--- src/rtl/id_ex_stage_pkg.sv ---
// Shared CPU definitions for the ID/EX slice: control-bundle layout, ALUOp codes,
// opcodes and the control-scrubbing helper used when the stage captures an instruction.
package id_ex_stage_pkg;

  localparam int CTRL_W = 11;

  // Bit positions inside {RegDst,ALUSrc,MemtoReg,RegWrite,MemRead,MemWrite,Branch,Jump,SignZero,ALUOp[1:0]}
  localparam int CTRL_REG_DST   = 10;
  localparam int CTRL_ALU_SRC   = 9;
  localparam int CTRL_MEM_TO_REG = 8;
  localparam int CTRL_REG_WRITE = 7;
  localparam int CTRL_MEM_READ  = 6;
  localparam int CTRL_MEM_WRITE = 5;
  localparam int CTRL_BRANCH    = 4;
  localparam int CTRL_JUMP      = 3;
  localparam int CTRL_SIGN_ZERO = 2;
  localparam int CTRL_ALU_OP_HI = 1;
  localparam int CTRL_ALU_OP_LO = 0;

  typedef enum logic [1:0] {
    ALU_OP_OR  = 2'b00,
    ALU_OP_SUB = 2'b01,
    ALU_OP_ADD = 2'b10,
    ALU_OP_AND = 2'b11
  } alu_op_e;

  typedef enum logic [5:0] {
    OPC_RTYPE = 6'h00,
    OPC_J     = 6'h02,
    OPC_BEQ   = 6'h04,
    OPC_ADDI  = 6'h08,
    OPC_ORI   = 6'h0D,
    OPC_LW    = 6'h23,
    OPC_SW    = 6'h2B
  } opcode_e;

  // Instructions that never write a register may carry don't-care RegDst/MemtoReg;
  // force them to 0 so EX and forwarding never see X.
  function automatic logic [CTRL_W-1:0] scrubCtrl(input logic [CTRL_W-1:0] ctrl);
    logic [CTRL_W-1:0] result;
    result = ctrl;
    if (!ctrl[CTRL_REG_WRITE]) begin
      result[CTRL_REG_DST]    = 1'b0;
      result[CTRL_MEM_TO_REG] = 1'b0;
    end
    return result;
  endfunction

endpackage

--- src/rtl/id_ex_stage_hazard_detect.sv ---
// Combinational load-use hazard detection between the load in EX and the
// instruction currently being decoded.
module hazard_detect
  import id_ex_stage_pkg::*;
#(
  parameter int REG_ADDR_W = 5
) (
  input  logic                  exValid,
  input  logic                  exMemRead,
  input  logic [REG_ADDR_W-1:0] exRt,
  input  logic                  idValid,
  input  logic                  flush,
  input  logic [CTRL_W-1:0]     idCtrl,
  input  logic [REG_ADDR_W-1:0] idRs,
  input  logic [REG_ADDR_W-1:0] idRt,
  output logic                  loadUse,
  output logic                  stall
);

  logic usesRt;

  // rt is a source for R-type ALU ops, stores (store data) and branches (compare).
  assign usesRt = ~idCtrl[CTRL_ALU_SRC] | idCtrl[CTRL_MEM_WRITE] | idCtrl[CTRL_BRANCH];

  // A load targeting r0 produces nothing to wait for.
  assign loadUse = exValid & exMemRead & (exRt != '0) &
                   ((exRt == idRs) | (usesRt & (exRt == idRt)));

  // A flush kills the dependent instruction anyway, so holding upstream would be wasted.
  assign stall = idValid & loadUse & ~flush;

endmodule

--- src/rtl/id_ex_stage.sv ---
// ID/EX pipeline register: captures decoded control, operands, extended immediate and
// register fields, inserts bubbles on flush/load-use and keeps saturating statistics.
module id_ex_stage
  import id_ex_stage_pkg::*;
#(
  parameter int DATA_W     = 32,
  parameter int REG_ADDR_W = 5,
  parameter int PC_W       = 32,
  parameter int CNT_W      = 16
) (
  input  logic                  clk,
  input  logic                  rst_n,
  input  logic                  id_valid_i,
  input  logic                  flush_i,
  input  logic [CTRL_W-1:0]     id_ctrl_i,
  input  logic [DATA_W-1:0]     id_rs_data_i,
  input  logic [DATA_W-1:0]     id_rt_data_i,
  input  logic [15:0]           id_imm_i,
  input  logic [REG_ADDR_W-1:0] id_rs_i,
  input  logic [REG_ADDR_W-1:0] id_rt_i,
  input  logic [REG_ADDR_W-1:0] id_rd_i,
  input  logic [PC_W-1:0]       id_pc4_i,
  output logic                  stall_o,
  output logic                  ex_valid_o,
  output logic [CTRL_W-1:0]     ex_ctrl_o,
  output logic [DATA_W-1:0]     ex_rs_data_o,
  output logic [DATA_W-1:0]     ex_rt_data_o,
  output logic [DATA_W-1:0]     ex_imm_o,
  output logic [REG_ADDR_W-1:0] ex_rs_o,
  output logic [REG_ADDR_W-1:0] ex_rt_o,
  output logic [REG_ADDR_W-1:0] ex_rd_o,
  output logic [PC_W-1:0]       ex_pc4_o,
  output logic [CNT_W-1:0]      bubble_cnt_o,
  output logic [CNT_W-1:0]      flush_cnt_o
);

  logic              loadUse;
  logic              capture;
  logic              countFlush;
  logic [DATA_W-1:0] extImm;

  hazard_detect #(
    .REG_ADDR_W(REG_ADDR_W)
  ) u_hazard_detect (
    .exValid  (ex_valid_o),
    .exMemRead(ex_ctrl_o[CTRL_MEM_READ]),
    .exRt     (ex_rt_o),
    .idValid  (id_valid_i),
    .flush    (flush_i),
    .idCtrl   (id_ctrl_i),
    .idRs     (id_rs_i),
    .idRt     (id_rt_i),
    .loadUse  (loadUse),
    .stall    (stall_o)
  );

  // Flush outranks stall, which outranks a normal capture.
  assign capture    = id_valid_i & ~flush_i & ~stall_o;
  assign countFlush = flush_i & id_valid_i;

  assign extImm = id_ctrl_i[CTRL_SIGN_ZERO] ? {{(DATA_W-16){1'b0}}, id_imm_i}
                                            : {{(DATA_W-16){id_imm_i[15]}}, id_imm_i};

  // NOTE: sequential state uses non-blocking assignments so every register samples
  // pre-edge values; all pipeline registers are plain flops, so each gets an async reset.
  always_ff @(posedge clk or negedge rst_n) begin
    if (!rst_n) begin
      ex_valid_o   <= 1'b0;
      ex_ctrl_o    <= '0;
      ex_rs_data_o <= '0;
      ex_rt_data_o <= '0;
      ex_imm_o     <= '0;
      ex_rs_o      <= '0;
      ex_rt_o      <= '0;
      ex_rd_o      <= '0;
      ex_pc4_o     <= '0;
    end else if (capture) begin
      ex_valid_o   <= 1'b1;
      ex_ctrl_o    <= scrubCtrl(id_ctrl_i);
      ex_rs_data_o <= id_rs_data_i;
      ex_rt_data_o <= id_rt_data_i;
      ex_imm_o     <= extImm;
      ex_rs_o      <= id_rs_i;
      ex_rt_o      <= id_rt_i;
      ex_rd_o      <= id_rd_i;
      ex_pc4_o     <= id_pc4_i;
    end else begin
      // Bubble: only valid and control matter; datapath fields keep their last value.
      ex_valid_o <= 1'b0;
      ex_ctrl_o  <= '0;
    end
  end

  always_ff @(posedge clk or negedge rst_n) begin
    if (!rst_n) begin
      bubble_cnt_o <= '0;
      flush_cnt_o  <= '0;
    end else begin
      if (stall_o && (bubble_cnt_o != '1)) bubble_cnt_o <= bubble_cnt_o + CNT_W'(1);
      if (countFlush && (flush_cnt_o != '1)) flush_cnt_o <= flush_cnt_o + CNT_W'(1);
    end
  end

endmodule

--- config.mk ---
export PLATFORM = sky130hd
export DESIGN_NAME = id_ex_stage
export DESIGN_NICKNAME = d
export VERILOG_FILES = /design/src/rtl/id_ex_stage_pkg.sv /design/src/rtl/id_ex_stage_hazard_detect.sv /design/src/rtl/id_ex_stage.sv
export SDC_FILE = /design/constraint.sdc
export NUM_CORES = 1
export LEC_CHECK = 0
export CAP_MARGIN = 20
export CORE_ASPECT_RATIO = 0.8
export CORE_UTILIZATION = 39
export CTS_BUF_LIST = sky130_fd_sc_hd__clkbuf_8 sky130_fd_sc_hd__clkbuf_16
export CTS_CLUSTER_DIAMETER = 30
export DETAILED_ROUTE_END_ITERATION = 8
export PLACE_DENSITY = 0.82
export SYNTH_ARGS = -nofsm -noshare
export SYNTH_HDL_FRONTEND = slang
export SYNTH_HIERARCHICAL = 1
export SYNTH_SLANG_ARGS = --single-unit
--- constraint.sdc ---
create_clock -name clk -period 3.5 [get_ports clk]
set_clock_uncertainty 0.05 [all_clocks]
set_input_delay 0.525 -clock clk [delete_from_list [all_inputs] [get_ports clk]]
set_output_delay 0.525 -clock clk [all_outputs]
set_load 0.02 [all_outputs]
==> results of run 1 <==
worst paths after layout:
kind	start	end	slack (ns)	cells past startpoint
hold reg to reg	flush_cnt_o[15]$_DFFE_PN0P_	flush_cnt_o[15]$_DFFE_PN0P_	0.45	1
min in group clk	flush_cnt_o[15]$_DFFE_PN0P_	flush_cnt_o[15]$_DFFE_PN0P_	0.45	1
setup reg to reg	ex_rt_o[4]$_DFFE_PN0P_	bubble_cnt_o[7]$_DFFE_PN0P_	0.73	9
setup / recovery	id_ctrl_i[9]	stall_o	0.22	6
max in group asynchronous	rst_n	ex_rt_data_o[8]$_DFFE_PN0P_	2.47	2
hold / removal	rst_n	flush_cnt_o[14]$_DFFE_PN0P_	0.1	1
state kept, by name, indices dropped and copies added (netlist names):
| name | flops |
|---|---|
| ex_rd_o | 5 |
| ex_rt_o | 5 |
| ex_imm_o | 17 |
| flush_cnt_o | 16 |
| ex_rt_data_o | 32 |
| ex_rs_o | 5 |
| ex_valid_o | 1 |
| ex_rs_data_o | 32 |
| bubble_cnt_o | 16 |
| ex_ctrl_o | 11 |
| ex_pc4_o | 32 |
final cells by class:
| class | count | share of cell area [%] |
|---|---|---|
| clock buffer | 17 | 3.86 |
| clock inverter | 15 | 1.17 |
| inverter | 3 | 0.102 |
| multi-input combinational | 265 | 22.1 |
| sequential | 172 | 39.1 |
| tap | 225 | 2.55 |
| timing repair buffer | 339 | 31.1 |
metal layers:
layer / wire [microns] / track usage (%)
met1: 7090 / 23.9
met2: 8660 / 32.2
met3: 1460 / 7.78
met4: 308 / 7.19
met5: 0 / 0
power breakdown:
| group | switching, W | internal [W] | total [W] | leakage, nW |
|---|---|---|---|---|
| sequential | 0.000187 | 0.00225 | 0.00244 | 2.09 |
| clock | 0.000854 | 0.000936 | 0.00179 | 0.265 |
| combinational | 0.000695 | 0.000854 | 0.00155 | 2.29 |
cells in the final DEF, fill, tap and decap left out, types with 3 or more instances in the layout:
master	instances
buf_4	5
xnor2_1	4
inv_8	4
and3_1	4
xor2_1	33
nor3b_1	3
and2_1	10
inv_1	3
dfrtp_1	172
and4_1	4
buf_12	5
clkinvlp_4	4
inv_6	5
clkbuf_16	17
mux2_2	130
nor3_1	10
nand4_1	8
nor4_1	4
clkdlybuf4s50_1	328
nor2_1	11
nand2_1	13
nand3_1	6
metrics by stage:
| stage | power, W | util, % |
|---|---|---|
| 3_5_place_dp | 0.00403 | 60.2 |
| 5_1_grt | 0.00605 | 63.4 |
| 2_1_floorplan | 0.00317 | - |
| 3_3_place_gp | 0.00401 | 60.2 |
| 6_report | 0.00578 | 63.4 |
| 4_1_cts | 0.00586 | 63.4 |
==> flow_metrics.env, run 1 <==
export IMPL_status="complete, no violations"
export IMPL_rsz0062_at_grt="false"
export IMPL_syn_area_sq_um=6940
export IMPL_initial_core_util_pct=39.9
export IMPL_cp_start_kind="input port"
export IMPL_cts_tree="yes"
export IMPL_power_leakage_nw=4.65
export IMPL_place_inst=1004
export IMPL_final_setup_worst_slack_ns=0.221
export IMPL_dieArea_sq_um=18300
export IMPL_antenna_found_initial=0
export IMPL_path_class="input port to primary output"
export IMPL_n_fill_cell=1328
export IMPL_hp_class="input port to asynchronous set/reset pin"
export IMPL_p_per_area_nw_per_um2=524
export IMPL_final_cells=1036
export IMPL_drv_cap=0
export IMPL_cts_clk_slew_worst_paths_ns=0.07
export IMPL_ir_drop_mv=0.335
export IMPL_crit_chain="clkdlybuf4s50_1 > nor3b_1 > nor4_2 > a22oi_1 > nor4_2 > clkdlybuf4s50_1"
export IMPL_finalHoldViolCount=0
export IMPL_grt_total_usage_pct=19.9
export IMPL_fmax_mhz=305
export IMPL_syn_to_final_growth_pct=58.8
export IMPL_grt_pass1_wl_microns=27300
export IMPL_place_ws_ns=0.240
export IMPL_finalCritPeriodShare_pct=93.7
export IMPL_diodes=0
export IMPL_clock_latency_ns=0.42
export IMPL_postCtsSetupRepairBufs=0
export IMPL_rows=43
export IMPL_syn_inst=472
export IMPL_setup_viol=0
export IMPL_ioPinCount=330
export IMPL_synth_avg_cell_area_sq_um=14.7
export IMPL_die_h_microns=121
export IMPL_required_ns=2.92
export IMPL_crit_family="buffers and inverters"
export IMPL_wl_microns=17500
export IMPL_ys_warn_count=6
export IMPL_cts_sinks=172
export IMPL_drt_iter0_drc=179
export IMPL_cts_buffers=17
export IMPL_setup_worst_path_end_class="primary output"
export IMPL_drc_errors=0
export IMPL_cts_resized=0
export IMPL_place_area_sq_um=10500
export IMPL_cpPeakStageDelay_ns=0.69
export IMPL_fp_coreArea_sq_um=17400
export IMPL_drv_slew=0
export IMPL_fin_nets=942
export IMPL_tns_ns=0
export IMPL_die_w_microns=151
export IMPL_cts_root_buffer="clkbuf_16"
export IMPL_gp_congestion=0.789
export IMPL_fin_area_sq_um=11000
export IMPL_grt_max_degree=85
export IMPL_syn_nets=616
export IMPL_critPathBufInv=2
export IMPL_period_minus_slack_ns=3.28
export IMPL_ctsHoldBuffers=0
export IMPL_vias_per_cell=4.75
export IMPL_crit_slowest_cell="clkdlybuf4s50_1"
export IMPL_multi_input_area_sq_um=2440
export IMPL_max_slew_margin_rel_pct=49.3
export IMPL_grt_pass1_vias=5191
export IMPL_grt_ovfl_total=0
export IMPL_crit_fanout=2
export IMPL_regArea_sq_um=4300
export IMPL_worstPathArrival_ns=2.70
export IMPL_hold_ws_ns=0.0992
export IMPL_drive_above_1_share_pct=22.7
export IMPL_wl_per_cell_microns=16.9
export IMPL_vias=4919
export IMPL_h_tree_depth=4
export IMPL_ant_nets=0
export IMPL_hpwl_microns=13000
export IMPL_worst_pin_slew_ns=0.761
export IMPL_port_buffers=329
export IMPL_ctsLongestPathBuffers=2
export IMPL_drtPass1Iterations=6
(Power assumes the default switching activity.)
==> run 2, diff against run 1 <==
Settings changed: PLACE_DENSITY 0.82 to 0.88.
==> flow_metrics.env, run 2 (same netlist as run 1, synthesis figures left out) <==
export IMPL_status="complete, no violations"
export IMPL_setup_worst_path_end_class="primary output"
export IMPL_path_class="input port to primary output"
export IMPL_vias_per_cell=4.86
export IMPL_cts_clk_slew_worst_paths_ns=0.07
export IMPL_syn_to_final_growth_pct=58.9
export IMPL_multi_input_area_sq_um=2440
export IMPL_layout_common_cells="clkdlybuf4s50_1, dfrtp_1, mux2_2"
export IMPL_cts_buffers=17
export IMPL_dieArea_sq_um=18300
export IMPL_cts_sinks=172
export IMPL_finalCritPeriodShare_pct=93.6
export IMPL_fmax_mhz=305
export IMPL_power_leakage_nw=4.65
export IMPL_final_common_cell="clkdlybuf4s50_1"
export IMPL_grt_use_met2_pct=32.5
export IMPL_antenna_found_initial=0
export IMPL_cp_start_kind="input port"
export IMPL_hpwl_microns=13100
export IMPL_r2r_slack_ns=0.66
export IMPL_ctsHoldBuffers=0
export IMPL_met1_usage_pct=24.1
export IMPL_finalHoldViolCount=0
export IMPL_regArea_sq_um=4300
export IMPL_port_buffers=329
export IMPL_fp_coreArea_sq_um=17400
export IMPL_cts_resized=0
export IMPL_drt_iter0_drc=151
export IMPL_reg2reg_depth=9
export IMPL_rows=43
export IMPL_grt_max_degree=80
export IMPL_max_slew_margin_rel_pct=49.2
export IMPL_grt_ovfl_total=0
export IMPL_worst_r2r_endpoint="bubble_cnt_o[15]$_DFFE_PN0P_"
export IMPL_gp_congestion=0.840
export IMPL_p_per_area_nw_per_um2=534
export IMPL_grt_pass1_wl_microns=27900
export IMPL_rsz0062_at_grt="false"
export IMPL_worst_pin_slew_ns=0.762
export IMPL_grt_busiest_layer="met2"
export IMPL_die_w_microns=151
export IMPL_clock_latency_ns=0.42
export IMPL_tns_ns=0
export IMPL_grt_pass1_vias=5232
export IMPL_fin_nets=939
export IMPL_postCtsSetupRepairBufs=0
export IMPL_cts_root_buffer="clkbuf_16"
export IMPL_ioPinCount=330
export IMPL_period_minus_slack_ns=3.27
export IMPL_internal_power_w=0.00417
export IMPL_drtPass1Iterations=4
export IMPL_ant_nets=0
export IMPL_drv_slew=0
export IMPL_initial_core_util_pct=39.9
export IMPL_reg_top3="ex_pc4_o: 32 flops, ex_rs_data_o: 32 flops, ex_rt_data_o: 32 flops"
export IMPL_cts_tree="yes"
export IMPL_worstPathArrival_ns=2.70
export IMPL_drc_errors=0
export IMPL_h_tree_depth=4
export IMPL_drive_above_1_share_pct=22.2
export IMPL_p_sw_share_pct=29.2
export IMPL_ir_drop_mv=0.357
export IMPL_grt_total_usage_pct=20.0
export IMPL_die_h_microns=121
export IMPL_power_frac_seq_pct=41.4
export IMPL_r2r_start="ex_rt_o[4]$_DFFE_PN0P_"
export IMPL_drv_cap=0
export IMPL_switching_power_w=0.00172
export IMPL_vias=5019
export IMPL_wl_per_cell_microns=17.4
export IMPL_diodes=0
export IMPL_grt_use_met3_pct=8.27
export IMPL_setup_viol=0
export IMPL_required_ns=2.92
export IMPL_p_comb_share_pct=26.4
export IMPL_wl_microns=18000
export IMPL_hold_ws_ns=0.0727
export IMPL_ctsLongestPathBuffers=2
export IMPL_final_core_util_pct=63.4
export IMPL_hp_class="input port to asynchronous set/reset pin"
export IMPL_crit_fanout=2
export IMPL_clkPwrFrac_pct=32.2
export IMPL_n_fill_cell=1314
-- run 2: how the worst max path moves through the flow --
| stage | slack, ns | start | end |
|---|---|---|---|
| after floorplan | 0.72 | ex_rt_o[4]$_DFFE_PN0P_ | bubble_cnt_o[7]$_DFFE_PN0P_ |
| after global placement | 0.23 | id_ctrl_i[9] | stall_o |
| after detailed placement | 0.15 | id_rt_i[4] | bubble_cnt_o[15]$_DFFE_PN0P_ |
| after CTS | 0.21 | id_rt_i[4] | stall_o |
| after global routing | 0.16 | id_ctrl_i[9] | stall_o |
| final | 0.23 | id_ctrl_i[9] | stall_o |
-- run 2: cell type report --
| class | count | area share, % |
|---|---|---|
| multi-input cells | 265 | 22.1 |
| well taps | 225 | 2.55 |
| flip-flops and latches | 172 | 39.0 |
| inverters | 3 | 0.102 |
| clock buffers | 17 | 3.86 |
| clock inverters | 15 | 1.53 |
| repair buffers | 336 | 30.8 |
-- run 2: metal layers --
metal	part of all wire [%]	vias up
met1	40	2511
met2	50	192
met3	8.4	20
li1	-	2296
met5	0	-
met4	1.5	0
-- run 2: critical path, stage by stage --
cell	delay, ns
clkdlybuf4s50_1	0.42
nor3b_1	0.18
nor4_2	0.27
a22oi_1	0.14
nor4_2	0.47
clkdlybuf4s50_1	0.70
-- run 2: metrics by stage --
step / setup slack, ns / total power [W] / instance area (sq um) / instances
after floorplan: 0.722 / 0.00317 / 6940 / 472
after global placement: 0.227 / 0.00400 / 10400 / 1001
after detailed placement: 0.153 / 0.00404 / 10400 / 1001
after CTS: 0.212 / 0.00596 / 11000 / 1033
after global routing: 0.165 / 0.00615 / 11000 / 1033
final: 0.225 / 0.00589 / 11000 / 1033
-- run 2: power groups by stage --
stage | clock, W | combinational (W) | sequential (W)
floorplan | 0 | 0.000381 | 0.00279
global placement | 0 | 0.00154 | 0.00246
detailed placement | 0 | 0.00156 | 0.00247
CTS | 0.00194 | 0.00157 | 0.00244
global route | 0.00203 | 0.00164 | 0.00248
finish | 0.00190 | 0.00156 | 0.00244
==> run 3, diff against run 2 <==
Settings changed: SKIP_LAST_GASP set to 1.
==> results of run 3 <==
No change in the layout: final DEF, timing and power equal those of run 2.
==> edit 1 (settings of run 2) <==
`PC_W`: 32 -> 16.
--- a/src/rtl/id_ex_stage.sv
+++ b/src/rtl/id_ex_stage.sv
@@ -5,7 +5,7 @@
 #(
   parameter int DATA_W     = 32,
   parameter int REG_ADDR_W = 5,
-  parameter int PC_W       = 32,
+  parameter int PC_W       = 16,
   parameter int CNT_W      = 16
 ) (
   input  logic                  clk,
Interface: changed (resized ex_pc4_o and id_pc4_i); port bits go from 330 to 298. The function was not compared with the original's and may differ.
==> edit 1 against run 2 <==
Die area fell by 7.8%. First-iteration DRC count decreased by 7.3%. Sequential cell count shrank 16. Wire length shrank 5.5%. Synthesized cell count is 5.9% lower. Synthesized area fell by 7.9%. Power is 7.0% lower. Critical path depth stayed put. Combinational power down 12%. Setup slack lost 0.057 ns. Design area decreased by 7.9%. Largest power group unchanged.
==> edit 1: results (changes against run 2) <==
\begin{tabular}{lr}
\hline
Metric & Value \\
\hline
\multicolumn{2}{l}{\textbf{Outcome}} \\
Status & finished, final reports clean \\
\multicolumn{2}{l}{\textbf{Detailed routing}} \\
Detailed Routing Iterations Pass 1 & 4 (unchanged) \\
DRC marker count from the first detailed-route iteration & 140 (-7.3\%) \\
DR WL/cell & 17.62 µm (+1.0\%) \\
Total vias in the final route & 4682 (-6.7\%) \\
\multicolumn{2}{l}{\textbf{Worst setup path}} \\
Highest fanout seen on the critical path & 3 (+1) \\
Delay of the slowest cell on the worst path & 0.70 ns (about the same) \\
Family with the most delay on the worst path & buffers and inverters \\
WP data arrival & 2.76 ns (+0.06 ns) \\
CP startpoint & id\_rs\_i[1] \\
Register-to-Register Setup Slack & 0.73 ns (+0.07 ns) \\
Reg-to-Reg Start & ex\_rt\_o[0] \\
FF-to-FF End & bubble\_cnt\_o[12] \\
FF-to-FF path depth & 8 (-1) \\
\multicolumn{2}{l}{\textbf{Placement}} \\
Total placed cells including tap cells & 934 (-6.7\%) \\
Total placed instance area & 9545 µm² (-8.5\%) \\
Count of port buffers added during placement & 297 (-9.7\%) \\
Pre-CTS setup slack & 0.1148 ns (-0.03825 ns) \\
Placer's final routability congestion estimate & 0.8350 (-0.63\%) \\
Post-detail-place hpwl & 12.73 mm (-2.9\%) \\
\multicolumn{2}{l}{\textbf{Global routing}} \\
Number of global-route vias before repair & 4948 (-5.4\%) \\
All-Layer GR Usage & 0.2036 (+0.003348) \\
Number of antenna violations at the first check in global routing & 0 (unchanged) \\
Largest net degree at the start of global routing & 79 (-1.3\%) \\
Global-route wire length before repair & 26.24 mm (-5.8\%) \\
\multicolumn{2}{l}{\textbf{Power and ir drop}} \\
Cell internal pwr & 3.897 mW (-6.5\%) \\
IR Drop Worst-Case VDD & 0.4503 mV (+26\%) \\
Leakage power figure & 4.299 nW (-7.5\%) \\
\multicolumn{2}{l}{\textbf{Min path}} \\
Worst Hold Class & input pin to async pin \\
\multicolumn{2}{l}{\textbf{Cells and area}} \\
Final cell count without fillers & 966 (-6.5\%) \\
Fill count & 1188 (-9.6\%) \\
Ratio of cells with drive above 1 in the final layout & 0.2170 (-0.004491) \\
Fin nets & 866 (-7.8\%) \\
Largest registers & ex\_rs\_data\_o (32), ex\_rt\_data\_o (32), ex\_imm\_o (17) \\
\multicolumn{2}{l}{\textbf{Logic synthesis}} \\
Synth warnings & 6 (unchanged) \\
Syn Inst Count & 444 (-5.9\%) \\
Synthesized netlist net count & 572 (-7.1\%) \\
\multicolumn{2}{l}{\textbf{Timing}} \\
Normalized max-slew margin & 0.5544 (+0.06257) \\
Worst hold margin & 0.04747 ns (-0.02519 ns) \\
Final Cycle Share & 0.9520 (+0.01636) \\
\multicolumn{2}{l}{\textbf{Clock network}} \\
Root Buffer Master & sky130\_fd\_sc\_hd\_\_clkbuf\_16 \\
Clock-pin slew reported for the worst setup and hold paths after clock tree synthesis & 0.06 ns \\
\hline
\end{tabular}
-- edit 1: power groups by stage --
| stage | clock network (mW) | logic, mW | registers [mW] |
|---|---|---|---|
| after floorplan | 0 | 0.340 | 2.51 |
| after global placement | 0 | 1.36 | 2.22 |
| after detailed placement | 0 | 1.39 | 2.25 |
| after CTS | 1.93 | 1.40 | 2.22 |
| after global routing | 2.01 | 1.46 | 2.25 |
| final | 1.88 | 1.38 | 2.22 |
-- edit 1: final cells by class --
cell class / count / area [µm²] / area share
sequential: 156 / 3904 / 0.3845
inverter: 5 / 18.77 / 0.001849
multi-input combinational: 254 / 2290 / 0.2255
clock buffer: 19 / 452.9 / 0.04461
clock inverter: 13 / 153.9 / 0.01516
timing repair buffer: 304 / 3064 / 0.3018
tap: 215 / 269.0 / 0.02650
-- edit 1: metal layers --
metal  global-route usage  wire length [µm]  vias up
li1                     -                 -     2135
met1               0.2315              6506     2322
met2               0.3564              8822      189
met3              0.07148              1287       36
met4              0.08070               405        0
met5                    0                 0        -
==> edit 2 (settings of run 2) <==
Made on the original files. Reset style: synchronous (`rst_n`), changed in 2 clocked blocks. Comments in the files are not updated.
--- a/src/rtl/id_ex_stage.sv
+++ b/src/rtl/id_ex_stage.sv
@@ -63,7 +63,7 @@
 
   // NOTE: sequential state uses non-blocking assignments so every register samples
   // pre-edge values; all pipeline registers are plain flops, so each gets an async reset.
-  always_ff @(posedge clk or negedge rst_n) begin
+  always_ff @(posedge clk) begin
     if (!rst_n) begin
       ex_valid_o   <= 1'b0;
       ex_ctrl_o    <= '0;
@@ -91,7 +91,7 @@
     end
   end
 
-  always_ff @(posedge clk or negedge rst_n) begin
+  always_ff @(posedge clk) begin
     if (!rst_n) begin
       bubble_cnt_o <= '0;
       flush_cnt_o  <= '0;
Formal check against the unedited RTL: differs if rst_n is asserted again (counterexample within 4 cycles, from zero or initial values and one cycle with rst_n low); with rst_n held inactive, the same outputs for 10 cycles.
==> edit 2 against run 2 <==
Via count rose by 36%. Global-route usage rose by 3.2 points. Design area fell by 3.7%. Largest cell class unchanged. Synthesized cell count rose by 76%. Wire length rose by 13%. Sequential cell count did not move. Synthesized area fell by 3.8%. Setup slack improved by 0.027 ns.
Power is not compared: it rests on default switching activity, and its combinational part moved more than twofold at a synthesized area within 25%.
==> edit 2: results (changes against run 2) <==
\begin{tabular}{lr}
\hline
Metric & Value \\
\hline
\multicolumn{2}{l}{\textbf{Cells and area}} \\
Fin nets & 1266 (+35\%) \\
Ratio of cells with drive above 1 in the final layout & 0.04493 (-0.1766) \\
Antenna Cells & 0 (unchanged) \\
Largest registers & ex\_pc4\_o (32), ex\_rs\_data\_o (32), ex\_rt\_data\_o (32) \\
Fill count & 1331 (+1.3\%) \\
Total area of multi-input combinational cells & 2910 µm² (+19\%) \\
\multicolumn{2}{l}{\textbf{Clock network}} \\
\# H-tree levels & 4 (unchanged) \\
Clock-pin slew reported for the worst setup and hold paths after clock tree synthesis & 0.06 ns \\
Resized Gates After CTS & 0 (unchanged) \\
Number of buffers inserted during clock tree synthesis & 17 (unchanged) \\
Clock latency reported for the late side of the worst-skew pair & 0.42 ns (about the same) \\
CTS Buffer Depth & 2 (unchanged) \\
Post-CTS Setup Bufs & 0 (unchanged) \\
\multicolumn{2}{l}{\textbf{Worst setup path}} \\
WP data arrival & 2.67 ns (-0.03 ns) \\
Register-to-Register Setup Slack & 0.75 ns (+0.09 ns) \\
Reg-to-Reg Start & ex\_rt\_o[4] \\
FF-to-FF End & bubble\_cnt\_o[15] \\
Delay of the slowest cell on the worst path & 0.61 ns (-0.09 ns) \\
Family with the most delay on the worst path & buffers and inverters \\
Highest fanout seen on the critical path & 10 (+8) \\
FF-to-FF path depth & 9 (unchanged) \\
CP startpoint & id\_rt\_i[4] \\
\multicolumn{2}{l}{\textbf{Power and ir drop}} \\
Leakage power figure & 3.750 nW \\
IR Drop Worst-Case VDD & 0.4114 mV \\
\multicolumn{2}{l}{\textbf{Placement}} \\
Placer's final routability congestion estimate & 0.8731 (+3.9\%) \\
Pre-CTS setup slack & 0.1998 ns (+0.04672 ns) \\
Post-detail-place hpwl & 14.53 mm (+11\%) \\
Total placed instance area & 10070 µm² (-3.4\%) \\
\multicolumn{2}{l}{\textbf{Min path}} \\
Capture endpoint of the worst hold path & ex\_pc4\_o[11] \\
Startpoint of the tightest hold check path & ex\_pc4\_o[11] \\
Worst Hold Class & register to register \\
\multicolumn{2}{l}{\textbf{Timing}} \\
Transition time at the pin with the least slew margin & 0.9160 ns (+0.1537 ns) \\
\multicolumn{2}{l}{\textbf{Logic synthesis}} \\
Synthesized netlist net count & 976 (+58\%) \\
Synth warnings & 6 (unchanged) \\
\multicolumn{2}{l}{\textbf{Global routing}} \\
Number of antenna violations at the first check in global routing & 0 (unchanged) \\
Global-route wire length before repair & 32.46 mm (+17\%) \\
Number of global-route vias before repair & 6486 (+24\%) \\
Largest net degree at the start of global routing & 89 (+11\%) \\
All-Layer GR Usage & 0.2326 (+0.03234) \\
\multicolumn{2}{l}{\textbf{Outcome}} \\
Status & finished, final reports clean \\
\multicolumn{2}{l}{\textbf{Detailed routing}} \\
DRC marker count from the first detailed-route iteration & 413 (+170\%) \\
DR WL/cell & 15.02 µm (-14\%) \\
Detailed Routing Iterations Pass 1 & 5 (+1) \\
Total vias in the final route & 6819 (+36\%) \\
\hline
\end{tabular}
[edit 2: cell type report]
class | instances | area share
Sequential cell | 172 | 0.3241
Clock buffer | 18 | 0.04134
Inverter | 7 | 0.002709
Multi-Input combinational cell | 587 | 0.2740
Clock inverter | 14 | 0.01037
Tap cell | 220 | 0.02591
Timing Repair Buffer | 337 | 0.3216
[edit 2: power breakdown]
| part | switching (mW) | leakage [nW] | internal, mW |
|---|---|---|---|
| clock | 0.827 | 0.254 | 0.939 |
| combinational | 0.297 | 2.09 | 0.327 |
| sequential | 0.0415 | 1.40 | 2.03 |
| total | 1.17 | 3.75 | 3.29 |
[edit 2: routing by layer]
| metal | track usage | share of wire | up-vias |
|---|---|---|---|
| met5 | 0 | 0 | - |
| met3 | 0.07931 | 0.083 | 31 |
| met1 | 0.2753 | 0.41 | 3139 |
| met2 | 0.3888 | 0.48 | 268 |
| met4 | 0.08376 | 0.023 | 0 |
| li1 | - | - | 3381 |
[edit 2: worst max path at each step]
stage                            end
detailed placement  bubble_cnt_o[15]
global route                 stall_o
floorplan           bubble_cnt_o[15]
CTS                          stall_o
global placement             stall_o
finish                       stall_o
[edit 2: per-stage QoR]
step	instances	hold slack [ns]
final	1355	0.4025
after global routing	1355	0.4160
after CTS	1355	0.4037
after detailed placement	1323	0.3953
after global placement	1323	0.3901
after floorplan	832	0.4845
[edit 2: worst reg2reg max path, cell delays in order, from the launching register on]
cell,delay [ns]
sky130_fd_sc_hd__dfxtp_1,0.45
sky130_fd_sc_hd__xor2_1,0.12
sky130_fd_sc_hd__nor4_2,0.25
sky130_fd_sc_hd__a22oi_1,0.16
sky130_fd_sc_hd__nor4_2,0.30
sky130_fd_sc_hd__buf_4,0.22
sky130_fd_sc_hd__and3_1,0.27
sky130_fd_sc_hd__o21ai_0,0.22
sky130_fd_sc_hd__or4_1,0.51
sky130_fd_sc_hd__a21oi_1,0.15
